### src/rtl/reg_read_stage_if.sv
// Bundle, writeback and exec-side signals of reg_read_stage grouped as one interface.
// slave is the stage itself; master is the decode/writeback/exec side driving it.
interface reg_read_stage_if #(
   parameter int LANES      = 2,
   parameter int DATA_W     = 16,
   parameter int REG_ADDR_W = 5,
   parameter int OPCODE_W   = 7,
   parameter int WB_PORTS   = 4
);
   logic                           flush_i;
   logic                           in_valid_i;
   logic                           in_ready_o;
   logic [LANES-1:0]               lane_en_i;
   logic [LANES-1:0]               pwrite_i;
   logic [LANES-1:0]               pread_i;
   logic [LANES-1:0]               sread_i;
   logic [LANES*OPCODE_W-1:0]      opcode_i;
   logic [LANES*2-1:0]             func_type_i;
   logic [LANES*REG_ADDR_W-1:0]    prim_addr_i;
   logic [LANES*DATA_W-1:0]        sec_field_i;
   logic [WB_PORTS-1:0]            wb_en_i;
   logic [WB_PORTS*REG_ADDR_W-1:0] wb_addr_i;
   logic [WB_PORTS*DATA_W-1:0]     wb_data_i;
   logic                           out_valid_o;
   logic                           out_ready_i;
   logic [LANES-1:0]               lane_en_o;
   logic [LANES-1:0]               wb_o;
   logic [LANES*OPCODE_W-1:0]      opcode_o;
   logic [LANES*2-1:0]             func_type_o;
   logic [LANES*REG_ADDR_W-1:0]    reg_addr_o;
   logic [LANES*DATA_W-1:0]        prim_op_o;
   logic [LANES*DATA_W-1:0]        sec_op_o;

   modport slave (
      input  flush_i, in_valid_i, lane_en_i, pwrite_i, pread_i, sread_i,
             opcode_i, func_type_i, prim_addr_i, sec_field_i,
             wb_en_i, wb_addr_i, wb_data_i, out_ready_i,
      output in_ready_o, out_valid_o, lane_en_o, wb_o, opcode_o,
             func_type_o, reg_addr_o, prim_op_o, sec_op_o
   );

   modport master (
      output flush_i, in_valid_i, lane_en_i, pwrite_i, pread_i, sread_i,
             opcode_i, func_type_i, prim_addr_i, sec_field_i,
             wb_en_i, wb_addr_i, wb_data_i, out_ready_i,
      input  in_ready_o, out_valid_o, lane_en_o, wb_o, opcode_o,
             func_type_o, reg_addr_o, prim_op_o, sec_op_o
   );
endinterface

### src/rtl/reg_read_stage.sv
// Two-stage register-read pipeline with writeback forwarding and snooping of held operands.
// Optional hazard scoreboard enabled by defining RRS_SCOREBOARD_EN.
module reg_read_stage #(
   parameter int LANES      = 2,
   parameter int DATA_W     = 16,
   parameter int REG_ADDR_W = 5,
   parameter int OPCODE_W   = 7,
   parameter int WB_PORTS   = 4
) (
   input logic             clock_i,
   input logic             reset_i,
   reg_read_stage_if.slave bus
);
   localparam int NREG = 2 ** REG_ADDR_W;

   typedef logic [REG_ADDR_W-1:0] addr_t;
   typedef logic [DATA_W-1:0]     data_t;

   logic [NREG-1:0][DATA_W-1:0]         r_rf;
   logic [LANES-1:0][REG_ADDR_W-1:0]    w_paddr_in;
   logic [LANES-1:0][REG_ADDR_W-1:0]    w_saddr_in;
   logic [LANES-1:0][DATA_W-1:0]        w_sfield_in;
   logic [WB_PORTS-1:0][REG_ADDR_W-1:0] w_wb_addr;
   logic [WB_PORTS-1:0][DATA_W-1:0]     w_wb_data;

   logic                             r_vld_p1, r_vld_p2;
   logic [LANES-1:0]                 r_lane_en_p1, r_pwrite_p1, r_pread_p1, r_sread_p1;
   logic [LANES-1:0]                 r_lane_en_p2, r_pwrite_p2, r_pread_p2, r_sread_p2;
   logic [LANES-1:0][OPCODE_W-1:0]   r_opc_p1, r_opc_p2;
   logic [LANES-1:0][1:0]            r_ftype_p1, r_ftype_p2;
   logic [LANES-1:0][REG_ADDR_W-1:0] r_paddr_p1, r_saddr_p1, r_paddr_p2, r_saddr_p2;
   logic [LANES-1:0][DATA_W-1:0]     r_prim_p1, r_sec_p1, r_prim_p2, r_sec_p2;

   logic [LANES-1:0][DATA_W-1:0] w_prim_in, w_sec_in;
   logic [LANES-1:0][DATA_W-1:0] w_prim_s1, w_sec_s1, w_prim_s2, w_sec_s2;
   logic                         w_advance, w_ready, w_accept;

   assign w_paddr_in  = bus.prim_addr_i;
   assign w_sfield_in = bus.sec_field_i;
   assign w_wb_addr   = bus.wb_addr_i;
   assign w_wb_data   = bus.wb_data_i;

   // Later ports overwrite earlier ones, so the highest matching port index wins.
   function automatic data_t fwd(input addr_t a, input data_t old,
                                 input logic [WB_PORTS-1:0] en,
                                 input logic [WB_PORTS-1:0][REG_ADDR_W-1:0] wa,
                                 input logic [WB_PORTS-1:0][DATA_W-1:0] wd);
      data_t v;
      v = old;
      for (int p = 0; p < WB_PORTS; p++)
         if (en[p] && wa[p] == a) v = wd[p];
      return v;
   endfunction

   always_comb begin
      w_saddr_in = '0;
      w_prim_in  = '0;
      w_sec_in   = '0;
      w_prim_s1  = '0;
      w_sec_s1   = '0;
      w_prim_s2  = '0;
      w_sec_s2   = '0;
      for (int l = 0; l < LANES; l++) begin
         w_saddr_in[l] = w_sfield_in[l][REG_ADDR_W-1:0];
         w_prim_in[l]  = bus.pread_i[l]
                       ? fwd(w_paddr_in[l], r_rf[w_paddr_in[l]], bus.wb_en_i, w_wb_addr, w_wb_data)
                       : DATA_W'(w_paddr_in[l]);
         w_sec_in[l]   = bus.sread_i[l]
                       ? fwd(w_saddr_in[l], r_rf[w_saddr_in[l]], bus.wb_en_i, w_wb_addr, w_wb_data)
                       : w_sfield_in[l];
         // Held register operands track writebacks; literals pass untouched.
         w_prim_s1[l]  = r_pread_p1[l]
                       ? fwd(r_paddr_p1[l], r_prim_p1[l], bus.wb_en_i, w_wb_addr, w_wb_data)
                       : r_prim_p1[l];
         w_sec_s1[l]   = r_sread_p1[l]
                       ? fwd(r_saddr_p1[l], r_sec_p1[l], bus.wb_en_i, w_wb_addr, w_wb_data)
                       : r_sec_p1[l];
         w_prim_s2[l]  = r_pread_p2[l]
                       ? fwd(r_paddr_p2[l], r_prim_p2[l], bus.wb_en_i, w_wb_addr, w_wb_data)
                       : r_prim_p2[l];
         w_sec_s2[l]   = r_sread_p2[l]
                       ? fwd(r_saddr_p2[l], r_sec_p2[l], bus.wb_en_i, w_wb_addr, w_wb_data)
                       : r_sec_p2[l];
      end
   end

   assign w_advance = !r_vld_p2 || bus.out_ready_i;
   assign w_accept  = bus.in_valid_i && w_ready;

`ifdef RRS_SCOREBOARD_EN
   logic [NREG-1:0] r_pend;
   logic            w_hazard;

   function automatic logic wb_hit(input addr_t a, input logic [WB_PORTS-1:0] en,
                                   input logic [WB_PORTS-1:0][REG_ADDR_W-1:0] wa);
      logic h;
      h = 1'b0;
      for (int p = 0; p < WB_PORTS; p++)
         if (en[p] && wa[p] == a) h = 1'b1;
      return h;
   endfunction

   // A writeback landing this cycle resolves the hazard; forwarding supplies its value.
   always_comb begin
      w_hazard = 1'b0;
      for (int l = 0; l < LANES; l++) begin
         if (bus.lane_en_i[l]) begin
            if (bus.pread_i[l] && r_pend[w_paddr_in[l]] &&
                !wb_hit(w_paddr_in[l], bus.wb_en_i, w_wb_addr)) w_hazard = 1'b1;
            if (bus.sread_i[l] && r_pend[w_saddr_in[l]] &&
                !wb_hit(w_saddr_in[l], bus.wb_en_i, w_wb_addr)) w_hazard = 1'b1;
         end
      end
   end

   always_ff @(posedge clock_i or negedge reset_i) begin
      if (!reset_i) begin
         r_pend <= '0;
      end else if (bus.flush_i) begin
         r_pend <= '0;
      end else begin
         for (int p = 0; p < WB_PORTS; p++)
            if (bus.wb_en_i[p]) r_pend[w_wb_addr[p]] <= 1'b0;
         for (int l = 0; l < LANES; l++)
            if (w_accept && bus.lane_en_i[l] && bus.pwrite_i[l]) r_pend[w_paddr_in[l]] <= 1'b1;
      end
   end

   assign w_ready = w_advance && !w_hazard;
`else
   assign w_ready = w_advance;
`endif

   always_ff @(posedge clock_i or negedge reset_i) begin
      if (!reset_i) begin
         r_rf         <= '0;
         r_vld_p1     <= 1'b0;
         r_vld_p2     <= 1'b0;
         r_lane_en_p1 <= '0; r_pwrite_p1 <= '0; r_pread_p1 <= '0; r_sread_p1 <= '0;
         r_lane_en_p2 <= '0; r_pwrite_p2 <= '0; r_pread_p2 <= '0; r_sread_p2 <= '0;
         r_opc_p1     <= '0; r_ftype_p1  <= '0; r_paddr_p1 <= '0; r_saddr_p1 <= '0;
         r_opc_p2     <= '0; r_ftype_p2  <= '0; r_paddr_p2 <= '0; r_saddr_p2 <= '0;
         r_prim_p1    <= '0; r_sec_p1    <= '0; r_prim_p2  <= '0; r_sec_p2   <= '0;
      end else begin
         for (int p = 0; p < WB_PORTS; p++)
            if (bus.wb_en_i[p]) r_rf[w_wb_addr[p]] <= w_wb_data[p];

         if (bus.flush_i) begin
            r_vld_p1 <= 1'b0;
            r_vld_p2 <= 1'b0;
         end else if (w_advance) begin
            r_vld_p1 <= w_accept;
            r_vld_p2 <= r_vld_p1;
         end

         if (w_advance) begin
            // S1 capture: read / resolve of the incoming bundle
            r_lane_en_p1 <= bus.lane_en_i;
            r_pwrite_p1  <= bus.pwrite_i;
            r_pread_p1   <= bus.pread_i;
            r_sread_p1   <= bus.sread_i;
            r_opc_p1     <= bus.opcode_i;
            r_ftype_p1   <= bus.func_type_i;
            r_paddr_p1   <= w_paddr_in;
            r_saddr_p1   <= w_saddr_in;
            r_prim_p1    <= w_prim_in;
            r_sec_p1     <= w_sec_in;
            // S2 capture: output register
            r_lane_en_p2 <= r_lane_en_p1;
            r_pwrite_p2  <= r_pwrite_p1;
            r_pread_p2   <= r_pread_p1;
            r_sread_p2   <= r_sread_p1;
            r_opc_p2     <= r_opc_p1;
            r_ftype_p2   <= r_ftype_p1;
            r_paddr_p2   <= r_paddr_p1;
            r_saddr_p2   <= r_saddr_p1;
            r_prim_p2    <= w_prim_s1;
            r_sec_p2     <= w_sec_s1;
         end else begin
            r_prim_p1 <= w_prim_s1;
            r_sec_p1  <= w_sec_s1;
            r_prim_p2 <= w_prim_s2;
            r_sec_p2  <= w_sec_s2;
         end
      end
   end

   assign bus.in_ready_o  = w_ready;
   assign bus.out_valid_o = r_vld_p2;
   assign bus.lane_en_o   = r_lane_en_p2;
   assign bus.wb_o        = r_pwrite_p2;
   assign bus.opcode_o    = r_opc_p2;
   assign bus.func_type_o = r_ftype_p2;
   assign bus.reg_addr_o  = r_paddr_p2;
   assign bus.prim_op_o   = r_prim_p2;
   assign bus.sec_op_o    = r_sec_p2;
endmodule

### src/flat_wrapper.sv
// flat-port wrapper written by rule: the top's interface ports become plain ports
module reg_read_stage_flat 
#(
   parameter int LANES      = 2,
   parameter int DATA_W     = 16,
   parameter int REG_ADDR_W = 5,
   parameter int OPCODE_W   = 7,
   parameter int WB_PORTS   = 4
)
  (clock_i, reset_i, bus_flush_i, bus_in_valid_i, bus_lane_en_i, bus_pwrite_i, bus_pread_i, bus_sread_i, bus_opcode_i, bus_func_type_i, bus_prim_addr_i, bus_sec_field_i, bus_wb_en_i, bus_wb_addr_i, bus_wb_data_i, bus_out_ready_i, bus_in_ready_o, bus_out_valid_o, bus_lane_en_o, bus_wb_o, bus_opcode_o, bus_func_type_o, bus_reg_addr_o, bus_prim_op_o, bus_sec_op_o);
  reg_read_stage_if #(.LANES(LANES), .DATA_W(DATA_W), .REG_ADDR_W(REG_ADDR_W), .OPCODE_W(OPCODE_W), .WB_PORTS(WB_PORTS)) bus_i ();
  input logic clock_i;
  input logic reset_i;
  input wire logic [$bits(bus_i.flush_i)-1:0] bus_flush_i;
  input wire logic [$bits(bus_i.in_valid_i)-1:0] bus_in_valid_i;
  input wire logic [$bits(bus_i.lane_en_i)-1:0] bus_lane_en_i;
  input wire logic [$bits(bus_i.pwrite_i)-1:0] bus_pwrite_i;
  input wire logic [$bits(bus_i.pread_i)-1:0] bus_pread_i;
  input wire logic [$bits(bus_i.sread_i)-1:0] bus_sread_i;
  input wire logic [$bits(bus_i.opcode_i)-1:0] bus_opcode_i;
  input wire logic [$bits(bus_i.func_type_i)-1:0] bus_func_type_i;
  input wire logic [$bits(bus_i.prim_addr_i)-1:0] bus_prim_addr_i;
  input wire logic [$bits(bus_i.sec_field_i)-1:0] bus_sec_field_i;
  input wire logic [$bits(bus_i.wb_en_i)-1:0] bus_wb_en_i;
  input wire logic [$bits(bus_i.wb_addr_i)-1:0] bus_wb_addr_i;
  input wire logic [$bits(bus_i.wb_data_i)-1:0] bus_wb_data_i;
  input wire logic [$bits(bus_i.out_ready_i)-1:0] bus_out_ready_i;
  output wire logic [$bits(bus_i.in_ready_o)-1:0] bus_in_ready_o;
  output wire logic [$bits(bus_i.out_valid_o)-1:0] bus_out_valid_o;
  output wire logic [$bits(bus_i.lane_en_o)-1:0] bus_lane_en_o;
  output wire logic [$bits(bus_i.wb_o)-1:0] bus_wb_o;
  output wire logic [$bits(bus_i.opcode_o)-1:0] bus_opcode_o;
  output wire logic [$bits(bus_i.func_type_o)-1:0] bus_func_type_o;
  output wire logic [$bits(bus_i.reg_addr_o)-1:0] bus_reg_addr_o;
  output wire logic [$bits(bus_i.prim_op_o)-1:0] bus_prim_op_o;
  output wire logic [$bits(bus_i.sec_op_o)-1:0] bus_sec_op_o;
  assign bus_i.flush_i = bus_flush_i;
  assign bus_i.in_valid_i = bus_in_valid_i;
  assign bus_i.lane_en_i = bus_lane_en_i;
  assign bus_i.pwrite_i = bus_pwrite_i;
  assign bus_i.pread_i = bus_pread_i;
  assign bus_i.sread_i = bus_sread_i;
  assign bus_i.opcode_i = bus_opcode_i;
  assign bus_i.func_type_i = bus_func_type_i;
  assign bus_i.prim_addr_i = bus_prim_addr_i;
  assign bus_i.sec_field_i = bus_sec_field_i;
  assign bus_i.wb_en_i = bus_wb_en_i;
  assign bus_i.wb_addr_i = bus_wb_addr_i;
  assign bus_i.wb_data_i = bus_wb_data_i;
  assign bus_i.out_ready_i = bus_out_ready_i;
  assign bus_in_ready_o = bus_i.in_ready_o;
  assign bus_out_valid_o = bus_i.out_valid_o;
  assign bus_lane_en_o = bus_i.lane_en_o;
  assign bus_wb_o = bus_i.wb_o;
  assign bus_opcode_o = bus_i.opcode_o;
  assign bus_func_type_o = bus_i.func_type_o;
  assign bus_reg_addr_o = bus_i.reg_addr_o;
  assign bus_prim_op_o = bus_i.prim_op_o;
  assign bus_sec_op_o = bus_i.sec_op_o;
  reg_read_stage #(.LANES(LANES), .DATA_W(DATA_W), .REG_ADDR_W(REG_ADDR_W), .OPCODE_W(OPCODE_W), .WB_PORTS(WB_PORTS)) u_core (.clock_i(clock_i), .reset_i(reset_i), .bus(bus_i));
endmodule
### config.mk
export PLATFORM = sky130hd
export DESIGN_NAME = reg_read_stage_flat
export DESIGN_NICKNAME = d
export VERILOG_FILES = /design/src/rtl/reg_read_stage_if.sv /design/src/rtl/reg_read_stage.sv /design/src/flat_wrapper.sv
export SDC_FILE = /design/constraint.sdc
export NUM_CORES = 2
export LEC_CHECK = 0
export CAP_MARGIN = 10
export CORE_AREA = 3 3 452 454
export DETAILED_ROUTE_END_ITERATION = 8
export DIE_AREA = 0 0 455 457
export HOLD_SLACK_MARGIN = 0.08
export SETUP_SLACK_MARGIN = 0.1
export SLEW_MARGIN = 30
export SYNTH_ARGS = -nofsm -noshare
export SYNTH_HDL_FRONTEND = slang
export SYNTH_SLANG_ARGS = --single-unit
### constraint.sdc
create_clock -name clock_i -period 5 [get_ports clock_i]
set_input_delay 0.5 -clock clock_i [delete_from_list [all_inputs] [get_ports clock_i]]
set_output_delay 0.5 -clock clock_i [all_outputs]
set_load 0.02 [all_outputs]
==> metrics.csv <==
metric;value;unit
synthToLayoutAreaGrowth;11.6;%
report.final.slew_viol_count;0;
critPathSlowestCell;a2111oi_1;
postRouteAntennaNets;0;
fin_tns_setup;0;ps
die_h;457;µm
crit_arrival;4580;ps
grt_util_all_layers;0.388;
avgSynthCellArea;8.91;µm²
wl;418000;µm
status;complete, no violations;
start_util;0.350;
ys_warn_count;0;
final_layout_size_suffix_gt1_frac;0.184;
gr-max-usage-layer;met2;
worstPathRequired;5690;ps
hpwl;280000;µm
slew_headroom;0.200;
path_cells;clkdlybuf4s50_1 > buf_4 > xor2_1 > nor4_1 > and3_1 > a211oi_2 > a2111oi_1 > a211oi_1 > o22ai_1;
maxCapViolCount;0;
root_buffer;clkbuf_16;
place_congestion;1.13;
fmax;257;MHz
nets;7676;
met1_usage;0.484;
grt_pass1_wl;568000;µm
drtIter0Drc;14900;
core;0.200;mm²
min_period;3880;ps
fill_cells;19800;
cts_buffer_depth;3;
via_count;74900;
use_met3;0.186;
use_met2;0.514;
vias_per_cell;7.30;
min_path_type;in -> reg;
numCtsBuffers;97;
hold_viol;0;
worstSkewPairLatency;790;ps
period_share;0.777;
ys_seq_area_frac;0.263;
first_pass_iters;7;
crit_type;in -> reg;
clkTransAtPathRegs;70;ps
die_area;0.208;mm²
cp_num_buf_inv;2;
ys.flop_type;dfrtp_1;
avgRoutedWirePerCell;40.7;µm
async_flop_share;1.00;
grt_max_degree;122;
cts_sinks;734;
postSynthNetCount;8014;
finalSetupViolCount;0;
p_per_area;394;mW/mm²
rsz0062_at_grt;no;
cts_tree;yes;
worstMarginPinSlew;1200;ps
cts_max_level;3;
cp_slowest_stage_delay;1000;ps
first_global_vias;66900;
utilization;0.390;
layout.cells.non_filler;10300;
num_rows;164;
max-vdd-ir-drop;276;µV
ios;259;
drc_errors;0;
cp_max_fo;19;
die_x;455;µm
antenna_found_initial;49;
placedCellCount;10100;
synth_cell_type_count;89;
synth_seq_cells;734;
synthCells;7853;
worst_clock_skew;43.0;ps
path_delay_family;compound AO/OA/AOI/OAI gates;
p_leak;29.6;nW
io_buffer_count;258;
end_kind;flop;
synth_edf_count;0;
start_kind;primary input;
netlist_area;0.0700;mm²
gr-total-overflow;0;
-- layout make-up --
class / count / area (µm²) / area share
Tap cell: 2656 / 3320 / 0.0426
Inverter: 24 / 96.3 / 0.00123
Clock inverter: 43 / 567 / 0.00726
Antenna cell: 23 / 57.6 / 0.000737
Clock buffer: 130 / 2770 / 0.0355
Timing Repair Buffer: 656 / 5700 / 0.0730
Multi-Input combinational cell: 6002 / 47200 / 0.604
Sequential cell: 734 / 18400 / 0.235
-- Yosys cell counts, drive strengths merged (12+ instances only) --
library cell | n | area (µm²)
a2111oi | 18 | 158
a22oi | 32 | 240
mux4 | 605 | 13600
o2bb2ai | 37 | 324
a211o | 23 | 201
or2 | 18 | 113
nand2 | 831 | 3120
nand3 | 135 | 676
nor3 | 70 | 350
inv | 18 | 67.6
a31oi | 41 | 257
o22ai | 32 | 200
mux2i | 663 | 6640
a21oi | 592 | 2960
o311ai | 12 | 105
a311oi | 30 | 263
or4 | 13 | 101
nor2b | 23 | 144
o221ai | 26 | 228
o211ai | 18 | 135
a211oi | 831 | 6250
nand4 | 42 | 263
nor2 | 852 | 3260
and2 | 15 | 93.8
nand3b | 14 | 105
a221o | 25 | 250
clkbuf | 820 | 3080
o31a | 14 | 123
dfrtp | 734 | 18400
nor4 | 34 | 225
xor2 | 128 | 1120
o21ai | 465 | 2330
and3 | 46 | 288
mux2 | 19 | 214
xnor2 | 112 | 981
a221oi | 24 | 210
buf | 273 | 1460
-- worst register-to-register path: cells and delay by family (launching register included) --
family	cells	cell delay (ps)
compound gates	4	1220
simple gates	2	1330
flops	1	590
xor+xnor	1	450
-- cell usage in the layout (no fill, tap or decap), types with 37 or more instances in the layout --
master	synthesis	final
a211oi_1	829	827
o21ai_1	86	86
clkdlybuf4s50_1	0	181
buf_2	154	44
buf_4	29	388
nor2_1	834	769
nor2_2	16	77
a31oi_1	41	41
nand3_1	135	135
xnor2_1	112	112
clkbuf_16	0	98
nor3_1	70	69
a21oi_1	592	592
dfrtp_1	734	734
o21ai_0	378	378
mux2i_1	663	663
nand4_1	42	42
and3_1	46	46
mux4_2	605	605
nand2_1	831	826
xor2_1	128	128
o2bb2ai_1	37	37
-- flip-flops by register name, summed over array words and instances, names as in the netlist, 14 cells and up --
register,count
u_core.bus.opcode_o,14
u_core.bus.prim_op_o,32
u_core.bus.sec_op_o,32
u_core.r_opc_p1,14
u_core.r_prim_p1,32
u_core.r_rf,512
u_core.r_sec_p1,32
-- what timing repair did --
action,in CTS,in global routing
buffers inserted,0,0
hold buffers,2,1
hold endpoints to repair,56,1
setup endpoints to repair,0,0
resized for setup,0,0
-- power breakdown --
group          total, W  internal, W  leakage, nW  switching [W]
combinational    0.0132      0.00564         19.1        0.00760
clock           0.00775      0.00449         1.64        0.00326
sequential      0.00972      0.00747         8.82        0.00226
-- per-layer routing --
metal  vias up  share of wire  routed length, µm
li1      28900              -                  -
met1     36900           0.35             146000
met2      7471           0.39             161000
met3      1691           0.17              71300
met4        40          0.094              39100
met5         -         0.0010                431
-- worst paths after layout --
| path | from | end | slack (ps) | depth (start not counted) |
|---|---|---|---|---|
| min in group asynchronous | reset_i | u_core.r_rf[233] | 400 | 2 |
| setup / recovery | bus_wb_addr_i[4] | u_core.r_sec_p1[19] | 1120 | 9 |
| hold / removal | bus_prim_addr_i[4] | u_core.r_paddr_p1[4] | 140 | 3 |
| hold reg to reg | u_core.bus.opcode_o[12] | u_core.bus.opcode_o[12] | 460 | 2 |
| max in group asynchronous | reset_i | u_core.r_rf[131] | 3330 | 3 |
| setup reg to reg | u_core.r_paddr_p1[7] | u_core.bus.prim_op_o[20] | 1260 | 7 |
-- cells by family (layout without fill, tap and decap cells) --
logic type / count (synthesis) / after routing / synth area share
xor gates and xnor gates: 240 / 240 / 0.0300
muxes: 1287 / 1287 / 0.293
AOI/OAI and AO/OA: 2339 / 2339 / 0.219
DFF: 734 / 734 / 0.263
and+or+nand+nor: 2136 / 2136 / 0.129
buffers and inverters: 1117 / 853 / 0.0662
other: 0 / 23 / 0
-- stage by stage --
stage               area, µm²  setup slack (ps)  power, W  hold WS [ps]
floorplan               70000              2130    0.0164           204
global placement        74600               287    0.0217           448
detailed placement      74600               702    0.0220           455
CTS                     78000              1470    0.0297          87.6
global route            78000              1310    0.0312           130
finish                  78100              1120    0.0307           144
Note: power is estimated with default switching activity, not from simulation.
